[src/rtl/instruction_fetch_unit.sv]
// Fetch stage: issues in-order word requests to instruction memory under a credit limit, buffers
// {pc, instruction} pairs in a FIFO for decode, and flushes on redirect. Optional perf counters: FETCH_PERF_COUNTERS_EN.
`timescale 1ns/1ps

module instruction_fetch_unit #(
    parameter int unsigned     XLEN     = 32,
    parameter int unsigned     DEPTH    = 4,
    parameter logic [XLEN-1:0] RESET_PC = '0
) (
    input  logic            clk,
    input  logic            reset,
    input  logic            redirect,
    input  logic [XLEN-1:0] redirect_pc,
    output logic            imem_req_valid,
    input  logic            imem_req_ready,
    output logic [XLEN-1:0] imem_req_addr,
    input  logic            imem_resp_valid,
    input  logic [31:0]     imem_resp_data,
    output logic            out_valid,
    input  logic            out_ready,
    output logic [XLEN-1:0] out_pc,
    output logic [31:0]     out_instruction
`ifdef FETCH_PERF_COUNTERS_EN
    ,
    output logic [31:0]     stall_cycles,
    output logic [31:0]     flush_count
`endif
);

    localparam int unsigned AW = $clog2(DEPTH);
    localparam int unsigned CW = AW + 1;

    typedef struct packed {
        logic [XLEN-1:0] pc;
        logic [31:0]     instr;
    } entry_t;

    entry_t          mem_q [DEPTH];
    logic [XLEN-1:0] fetch_pc_q, fetch_pc_d;
    logic [XLEN-1:0] resp_pc_q, resp_pc_d;
    logic [CW-1:0]   count_q, count_d;
    logic [CW-1:0]   outstanding_q, outstanding_d;
    logic [CW-1:0]   drop_q, drop_d;
    logic [AW-1:0]   rd_ptr_q, rd_ptr_d;
    logic [AW-1:0]   wr_ptr_q, wr_ptr_d;
    logic            credit_ok;
    logic            req_fire;
    logic            push;
    logic            pop;
    logic [XLEN-1:0] redirect_pc_aligned;
    logic            unused_redirect_lsbs;

    assign redirect_pc_aligned  = {redirect_pc[XLEN-1:2], 2'b00};
    assign unused_redirect_lsbs = ^redirect_pc[1:0];

    // Credit counts only registered occupancy, so a same-cycle pop never frees a slot.
    assign credit_ok = ({1'b0, count_q} + {1'b0, outstanding_q}) < (CW+1)'(DEPTH);
    assign req_fire  = imem_req_valid && imem_req_ready;
    assign push      = reset && !redirect && imem_resp_valid && (drop_q == '0);
    assign pop       = out_valid && out_ready;

    always_comb begin
        imem_req_valid  = reset && !redirect && credit_ok;
        imem_req_addr   = fetch_pc_q;
        out_valid       = reset && !redirect && (count_q != '0);
        out_pc          = reset ? mem_q[rd_ptr_q].pc    : '0;
        out_instruction = reset ? mem_q[rd_ptr_q].instr : 32'h0;
    end

    always_comb begin
        // NOTE: every _d takes its _q value first so no branch can leave it unassigned (no latch).
        fetch_pc_d    = fetch_pc_q;
        resp_pc_d     = resp_pc_q;
        count_d       = count_q;
        drop_d        = drop_q;
        rd_ptr_d      = rd_ptr_q;
        wr_ptr_d      = wr_ptr_q;
        outstanding_d = outstanding_q + CW'(req_fire) - CW'(imem_resp_valid);

        if (redirect) begin
            // Everything still in flight after this cycle belongs to the old path.
            fetch_pc_d = redirect_pc_aligned;
            resp_pc_d  = redirect_pc_aligned;
            count_d    = '0;
            rd_ptr_d   = '0;
            wr_ptr_d   = '0;
            drop_d     = outstanding_d;
        end else begin
            if (req_fire) begin
                fetch_pc_d = fetch_pc_q + XLEN'(4);
            end
            if (imem_resp_valid && (drop_q != '0)) begin
                drop_d = drop_q - CW'(1);
            end
            if (push) begin
                resp_pc_d = resp_pc_q + XLEN'(4);
                wr_ptr_d  = wr_ptr_q + AW'(1);
            end
            if (pop) begin
                rd_ptr_d = rd_ptr_q + AW'(1);
            end
            count_d = count_q + CW'(push) - CW'(pop);
        end
    end

    always_ff @(posedge clk) begin
        // NOTE: sequential state uses non-blocking assignments so all registers update together.
        if (!reset) begin
            fetch_pc_q    <= RESET_PC;
            resp_pc_q     <= RESET_PC;
            count_q       <= '0;
            outstanding_q <= '0;
            drop_q        <= '0;
            rd_ptr_q      <= '0;
            wr_ptr_q      <= '0;
        end else begin
            fetch_pc_q    <= fetch_pc_d;
            resp_pc_q     <= resp_pc_d;
            count_q       <= count_d;
            outstanding_q <= outstanding_d;
            drop_q        <= drop_d;
            rd_ptr_q      <= rd_ptr_d;
            wr_ptr_q      <= wr_ptr_d;
        end
    end

    // NOTE: FIFO storage is not reset; count_q alone decides which entries are meaningful.
    always_ff @(posedge clk) begin
        if (push) begin
            mem_q[wr_ptr_q] <= {resp_pc_q, imem_resp_data};
        end
    end

`ifdef FETCH_PERF_COUNTERS_EN
    logic [31:0] stall_q;
    logic [31:0] flush_q;

    always_ff @(posedge clk) begin
        if (!reset) begin
            stall_q <= '0;
            flush_q <= '0;
        end else begin
            if (out_ready && !out_valid) begin
                stall_q <= stall_q + 32'd1;
            end
            if (redirect) begin
                flush_q <= flush_q + 32'd1;
            end
        end
    end

    assign stall_cycles = stall_q;
    assign flush_count  = flush_q;
`endif

endmodule

[config.mk]
export PLATFORM = sky130hd
export DESIGN_NAME = instruction_fetch_unit
export DESIGN_NICKNAME = d
export VERILOG_FILES = /design/src/rtl/instruction_fetch_unit.sv
export SDC_FILE = /design/constraint.sdc
export NUM_CORES = 1
export LEC_CHECK = 0
export BUFFER_PORTS_ARGS = -buffer_cell sky130_fd_sc_hd__buf_2
export CAP_MARGIN = 20
export CELL_PAD_IN_SITES_DETAIL_PLACEMENT = 2
export CELL_PAD_IN_SITES_GLOBAL_PLACEMENT = 2
export CORE_MARGIN = 1
export CORE_UTILIZATION = 35
export CTS_BUF_LIST = sky130_fd_sc_hd__clkbuf_16
export DETAILED_ROUTE_END_ITERATION = 6
export PLACE_DENSITY = 0.75
export SYNTH_ARGS = -nofsm -noshare
export SYNTH_HDL_FRONTEND = slang
export SYNTH_SLANG_ARGS = --single-unit
[constraint.sdc]
create_clock -name clk -period 4.07 [get_ports clk]
set_input_delay 0.814 -clock clk [delete_from_list [all_inputs] [get_ports clk]]
set_output_delay 0.814 -clock clk [all_outputs]
set_load 0.02 [all_outputs]
======== Yosys cells after proc, flatten, opt, wreduce, memory -nomap -nowiden ========
Memories as Yosys holds them, arrays and structs flattened. A register that Yosys moved wholly into a read port is not among the register bits.
Cells that the tools add are included.
operators by class
  add/sub/neg operators ................... 10
  order comparisons ....................... 1
  mux-type cells .......................... 12
  bitwise logic cells ..................... 1
  reduce and logical (&&, ||, !) cells .... 16
operator list
  operator                 count
  $mux W32                 6
  $add A32 B3 Y32 const B  2
  $logic_and A1 B1 Y1      8
  $add A3 B1 Y3            2
  $mux W3                  2
  $reduce_bool A2 Y1       3
  $reduce_bool A3 Y1       2
  $sub A3 B1 Y3            2
  $add A2 B1 Y2 const B    2
  $add A3 B3 Y4            1
  $lt A4 B3 Y1 const B     1
  $mux W2                  2
  $logic_not A3 Y1         1
  $sub A3 B1 Y3 const B    1
  $mux W1                  2
  $reduce_or A2 Y1         1
  $logic_not A1 Y1         1
  $not A1 Y1               1
storage, ports and cells
  register bits after elaboration ......... 77
  memory bits (writable) .................. 256
  input port bits ......................... 70
  output and inout bits ................... 98
  word-level logic and storage cells ...... 50
  memories kept ........................... 1
memory list
  name   depth  width  rd ports  clocked after memory_dff  wr ports  line  text
  mem_q  4      64     1         1                         1         38    entry_t mem_q [DEPTH];

======== Logic depth before layout (Yosys ltp) ========
Gate-level depths: netlist of run 1.
  depth after elaboration ................. 7
  mapped depth ............................ 14
  mapped depth without buffers ............ 13

======== Least setup slack after synthesis of run 1 ========
OpenSTA, ideal clock, no wires.
  path kind ............................... input port to flip-flop
  start point ............................. in imem_resp_valid
  end point ............................... mem mem_q[0][0] (netlist name), enable pin
  setup time .............................. 0.427 ns
  arrival time ............................ 2.941 ns
  required time ........................... 3.643 ns
  path slack .............................. 0.702 ns
  stages .................................. 4
  buffers on the path ..................... 2
  cell sequence ........................... and3b_1 > clkbuf_1 > clkbuf_1 > and3_1
between the ends
  cells in the longest elaborated chain, start to end .. 4
ends and longest elaborated chain
  item                               line  text
  from (decl)                        17    input logic imem_resp_valid,
  $logic_and A1 B1 Y1 (2 in series)  59    assign push = reset && !redirect && imem_resp_valid && (drop_q == '0);
  $mux W1                            129   if (push) begin
  $mux W1 (implied by the code)      130   mem_q[wr_ptr_q] <= {resp_pc_q, imem_resp_data};
  to (decl)                          38
No other way between the ends.

==> metrics, run 1 <==
outcome complete, no violations; Vias/cell 5.07; Syn Std Cell Area 13400 sq um; post-synth top area share 55.7%; Post-synth EDFFs 248; synthesized flop and latch total 323; CP required 3.26 ns; Critical Setup Path Class flip-flop to primary output; H-Tree Level Count 2; clock sink total 323; CP Capture Type primary output; CP delay by family, top flip-flops; DRC 0; GR Util All Layers 18.4%; Ant. Diodes 0; max_cap viols 0; top cells by instance count after synthesis edfxtp_1, dfxtp_1, and2_1, mux4_2, a21oi_1; Ports 168; fin nets 1138; setup TNS 0 ns; TritonCTS clock tree done; Buf+Inv Stages, Crit Path 2; sequential-to-total area share from yosys stat 66.9%; Area contributors post-synth edfxtp_1, dfxtp_1, mux4_2, and2_1, xnor2_1; Core Box Area 37700 sq um; Die Width 198 um; Cell variety after synth 57; Die Span Y 198 um; worst clock skew 0.0127 ns; number of antenna violations at the first check in global routing 0; min cycle time layout 3.31 ns; fmax 302 MHz; Worst Slack Setup Final 0.758 ns; remaining global-route overflow 0; initial core utilization 35.5%; Mapped Cells 874; routed wire length 35200 um; Tot Pwr 7.54 mW; Final Setup Violations 0; Max VDD drop 0.000224 V; final core utilization 42.8%; setup bufs post-CTS 0; Relative slew margins 46.3%; Leakage 5.51 nW; vias in the first global route 8793; Root Buffer clkbuf_16; Worst Tran Pin Value 0.803 ns; crit path max-delay cell type dfxtp_4; gpl congestion 0.749; Hold/Removal Path Class flip-flop to flip-flop; largest net degree at the start of global routing 95; clock slew at reported path FFs 0.06 ns; final worst-path cycle share 81.4%; layout cell share with drive strength beyond 1 29.6%; drt first-iter violations 329; CTS Buf Count 37; Synth warnings 0; Slew Viols, Final 0; Synth Flop Type edfxtp_1; post-cts resize count 0; hpwl dp 23700 um; Wirelength per Cell 22.1 um; CP arrival 2.50 ns; worst skew pair latency 0.51 ns; port bufs 161; Site Rows 71; vias 8063; pwr dens 468 nW/um^2; clock buffer depth 3; CTS Hold Bufs 0; Post-synth ARST share 0%; pre-CTS setup slack 0.774 ns; Cell Chain, Critical Path buf_12 -> mux4_2 -> and2_1 -> buf_2; post-route ant nets 0; largest area contributor in the netlist edfxtp_1; worst-path fanout max 30; CP peak stage delay 0.75 ns; DIE AREA 39000 sq um; Syn Area/Cell 15.3 sq um; first-pass GRT wire length 54000 um; TritonRoute pass-1 iters 4; Hold Violations, Final 0; synth-to-layout area growth 20.4%; RSZ-0062 raised after global routing no; count leader, synth edfxtp_1; crit path launch type flip-flop
## layer usage
| metal | up-vias | wire, um | track usage (%) |
|---|---|---|---|
| met5 | - | 0 | 0 |
| met4 | 0 | 578 | 4.22 |
| met3 | 46 | 1460 | 2.87 |
| met2 | 176 | 17300 | 31.5 |
| met1 | 4139 | 15900 | 24.6 |
| li1 | 3702 | - | - |
## worst min-delay path, cell delays in order, from the launching register on
cell	delay (ns)
dfxtp_1	0.34
nand2_1	0.07
a21oi_1	0.06
## placed cells by master (no fill, tap or decap), types with 6 or more instances in the layout
master,n
edfxtp_1,248
buf_2,161
dfxtp_1,73
and2_1,71
mux4_2,62
a21oi_1,48
xnor2_1,40
nand2_1,39
clkbuf_16,39
o21ai_0,28
nand3_1,23
inv_1,23
nor3_1,23
nor2_1,22
xor2_1,15
nand4_1,15
ha_1,14
buf_4,12
a31oi_1,10
buf_12,10
clkinv_1,9
clkinv_2,7
and3_1,6
nor4_1,6
## sequential cells by signal, summed over array words and instances, names as in the netlist, named ones only
signal         flops
resp_pc_q         30
drop_q             3
mem_q            248
rd_ptr_q           2
outstanding_q      3
wr_ptr_q           2
count_q            3
imem_req_addr     30
## metrics by stage
step                      std cells  hold slack (ns)  instance area (sq um)
final                          1591            0.512                  16100
after global routing           1591            0.507                  16100
after CTS                      1591            0.496                  16100
after detailed placement       1524            0.503                  14900
after global placement         1524            0.482                  14900
after floorplan                 877            0.466                  13400
## power breakdown
group | switching [mW] | internal (mW) | leakage (nW)
clock | 1.33 | 1.86 | 0.595
sequential | 0.110 | 3.65 | 2.88
combinational | 0.356 | 0.221 | 2.04
total | 1.80 | 5.74 | 5.51
## cell type report
class,count,area [sq um]
Clock buffer,39,976
Clock inverter,28,185
Fill cell,3799,21600
Inverter,21,78.8
Multi-Input combinational cell,486,4170
Sequential cell,323,8960
Tap cell,511,639
Timing Repair Buffer,183,1100
## worst paths after layout
| kind | startpoint | end | slack (ns) | depth (start not counted) |
|---|---|---|---|---|
| max | flip-flop | out_instruction[14] | 0.76 | 4 |
| min | wr_ptr_q[1] | wr_ptr_q[1] | 0.51 | 2 |
| max reg2reg | count_q[2] | drop_q[2] | 0.94 | 13 |
| min reg2reg | wr_ptr_q[1] | wr_ptr_q[1] | 0.51 | 2 |
## cell families (layout without fill, tap and decap cells)
logic type,after synthesis,after routing,share of synthesized area [%]
compound gates,106,106,4.50
xor+xnor,55,55,3.60
fa+ha+maj,16,16,1.61
buf+inv,68,271,2.15
flops,323,323,66.9
mux,63,63,10.5
other cells,1,4,0.0280
simple gates,242,242,10.7
No activity file was read; power rests on OpenSTA's default activity.
==> run 2, diff against run 1 <==
--- a/config.mk
+++ b/config.mk
@@ -5,6 +5,7 @@
 export SDC_FILE = /design/constraint.sdc
 export NUM_CORES = 1
 export LEC_CHECK = 0
+export ABC_AREA = 1
 export BUFFER_PORTS_ARGS = -buffer_cell sky130_fd_sc_hd__buf_2
 export CAP_MARGIN = 20
 export CELL_PAD_IN_SITES_DETAIL_PLACEMENT = 2
@@ -13,7 +14,7 @@
 export CORE_UTILIZATION = 35
 export CTS_BUF_LIST = sky130_fd_sc_hd__clkbuf_16
 export DETAILED_ROUTE_END_ITERATION = 6
-export PLACE_DENSITY = 0.75
+export PLACE_DENSITY = 0.83
 export SYNTH_ARGS = -nofsm -noshare
 export SYNTH_HDL_FRONTEND = slang
 export SYNTH_SLANG_ARGS = --single-unit
==> constraint.sdc (replaced) <==
create_clock -name clk -period 3.3 [get_ports clk]
set_input_delay 0.66 -clock clk [delete_from_list [all_inputs] [get_ports clk]]
set_output_delay 0.66 -clock clk [all_outputs]
set_load 0.02 [all_outputs]
==> run 2 against run 1 <==
The flow now finishes with violations (DRC). Count of clock-buffer cells in the layout down 2. Worst hold slack worse by 0.18 ns. Combinational power up 31%. Largest cell class unchanged.
==> metrics, run 2 <==
outcome finished, violations left; failing checks DRC; non-filler instance count after layout 2284 (+44%); highest metal used met4; Relative slew margins 41.5% (-4.9 points); RSZ-0062 raised after global routing no; Core Box Area 41000 sq um (+8.9%); routed wire length 49300 um (+40%); fin nets 1812 (+59%); CP delay by family, top buffers and inverters; setup bufs post-CTS 0 (unchanged); final worst-path cycle share 91.4%; clock sink total 323 (unchanged); most frequent standard cell in the layout excluding fill and tap cells nor2_1; CP peak stage delay 0.49 ns (-0.26 ns); most frequent cells in the layout nor2_1, edfxtp_1, nand2_1; Die Width 207 um (+4.6%); Syn Area/Cell 9.28 sq um (-39%); Max VDD drop 0.000297 V (+33%); CTS Hold Bufs 0 (unchanged); DRC 12 (+12); Crit path top cell by count nor2_1; Post-synth EDFFs 248 (unchanged); routed length on met1 20800 um (+31%); sequential-to-total area share from yosys stat 61.1% (-5.8 points); synth-to-layout area growth 18.0%; Hold Violations, Final 0 (unchanged); Critical Setup Path Class flip-flop to primary output; Largest register FFs 248 (unchanged); Vias/cell 5.26 (+3.8%); FF/Latch Area 8950 sq um (about the same); port bufs 161 (unchanged); Final Setup Violations 0 (unchanged); CP required 2.64 ns (-0.62 ns); Synth Flop Type edfxtp_1; WL met3 2290 um (+56%); Slew Viols, Final 0 (unchanged); Design Area, Final 17300 sq um (+7.4%); Ant. Diodes 0 (unchanged); Syn Std Cell Area 14600 sq um (+9.5%); drt first-iter violations 599 (+82%); area occupied by multi-input gates 4960 sq um (+19%); crit path max-delay cell type dfxtp_4; H-Tree Level Count 2 (unchanged); count leader, synth nor2_1; synthesized flop and latch total 323 (unchanged); gpl congestion 0.794 (+5.9%); GR Util All Layers 23.3% (+4.9 points); vias 12011 (+49%); dpl cell area 16100 sq um (+7.6%); clock slew at reported path FFs 0.06 ns (about the same); clock buffer depth 3 (unchanged); CP arrival 2.36 ns (-0.14 ns); remaining global-route overflow 0 (unchanged); wire length on met2 25400 um (+47%); pwr dens 556 nW/um^2 (+19%); worst skew pair latency 0.55 ns (+0.04 ns); Worst Tran Pin Value 0.878 ns (+0.0749 ns); Leakage 6.57 nW (+19%); Die Span Y 207 um (+4.6%); post-route ant nets 0 (unchanged); TritonCTS clock tree done; min cycle time layout 3.02 ns; final core utilization 42.2% (-0.60 points); max_cap viols 0 (unchanged); Buf+Inv Stages, Crit Path 2 (unchanged); top cells by instance count after synthesis nor2_1, edfxtp_1, nand2_1, o21ai_0, a21oi_1; Site Rows 74 (+4.2%); Hold/Removal Path Class input port to flip-flop; post-cts resize count 0 (unchanged); Post-synth ARST share 0% (unchanged); post-synth top area share 50.8% (-4.8 points); TritonRoute pass-1 iters 7 (+3); DIE AREA 42700 sq um (+9.4%); largest area contributor in the netlist edfxtp_1; vias in the first global route 13430 (+53%); worst clock skew 0.0129 ns (+0.000154 ns); Ports 168 (unchanged); hpwl dp 32100 um (+35%); number of antenna violations at the first check in global routing 1 (+1); Mapped Cells 1579 (+81%); first-pass GRT wire length 75500 um (+40%); crit path launch type flip-flop; fmax 331 MHz; Root Buffer clkbuf_16; Cell variety after synth 40 (-30%); worst-path fanout max 43 (+43%); largest net degree at the start of global routing 92 (-3.2%); Cell Chain, Critical Path buf_4 -> nor2_1 -> nor2_1 -> o21ai_0 -> a21oi_1 -> buf_2; filler cell count 4464 (+18%); initial core utilization 35.7% (+0.20 points); Wirelength per Cell 21.6 um (-2.4%); Biggest register mem_q; layout cell share with drive strength beyond 1 15.0% (-15 points); CP Capture Type primary output; CTS Buf Count 37 (unchanged); Area contributors post-synth edfxtp_1, dfxtp_1, nor2_1, nand2_1, o21ai_0; Synth warnings 0 (unchanged); Placed Cells 2219 (+46%)
-- run 2: area by class of cell --
cell class | instances | share of cell area (%)
sequential | 323 | 51.8
multi-input combinational | 1071 | 28.7
timing repair buffer | 183 | 6.27
clock buffer | 37 | 5.35
tap | 532 | 3.85
inverter | 110 | 2.43
clock inverter | 28 | 1.65
-- run 2: where the power goes --
group          internal (mW)  switching, mW
clock                   2.51           1.69
combinational          0.238          0.518
sequential              4.50          0.144
total                   7.25           2.36
-- run 2: worst paths after layout --
| kind | slack (ns) | startpoint | endpoint | cells after the start |
|---|---|---|---|---|
| min | 0.33 | imem_resp_data[12] | mem_q[1][12] | 1 |
| max | 0.28 | flip-flop | out_pc[7] | 6 |
| min reg2reg | 0.50 | rd_ptr_q[1] | flip-flop | 1 |
| max reg2reg | 0.66 | outstanding_q[1] | drop_q[2] | 15 |
-- run 2: cell families after synthesis --
group                      after synthesis  share of synthesized area [%]
and+or+nand+nor                        728                           20.4
other                                    1                         0.0256
DFF                                    323                           61.1
xor gates and xnor gates                13                          0.777
buffers and inverters                  188                           5.36
AOI/OAI and AO/OA                      310                           10.9
adders and majority gates               16                           1.47
-- run 2: worst register-to-register path: cells and delay by family, from the launching register on --
kind | cells | cell delay [ns]
adder cells (fa/ha/maj) | 4 | 1.03
flip-flops | 1 | 0.40
XOR/XNOR | 2 | 0.43
AO/OA/AOI/OAI | 1 | 0.08
AND/OR/NAND/NOR | 6 | 0.47
buffers and inverters | 2 | 0.11
-- run 2: metrics by stage --
| step | setup WS (ns) | TNS, ns | hold WS (ns) | power (mW) |
|---|---|---|---|---|
| floorplan | -0.794 | -197.00 | 0.457 | 5.15 |
| global placement | 0.480 | 0 | 0.483 | 5.42 |
| detailed placement | 0.308 | 0 | 0.488 | 5.49 |
| CTS | 0.159 | 0 | 0.307 | 9.73 |
| global route | 0.0665 | 0 | 0.318 | 9.94 |
| finish | 0.283 | 0 | 0.331 | 9.61 |
-- run 2: metal layers --
layer / vias up / GRT usage (%)
li1: 5604 / -
met1: 6120 / 28.2
met2: 238 / 43.0
met3: 49 / 3.59
met4: 0 / 5.72
met5: - / 0
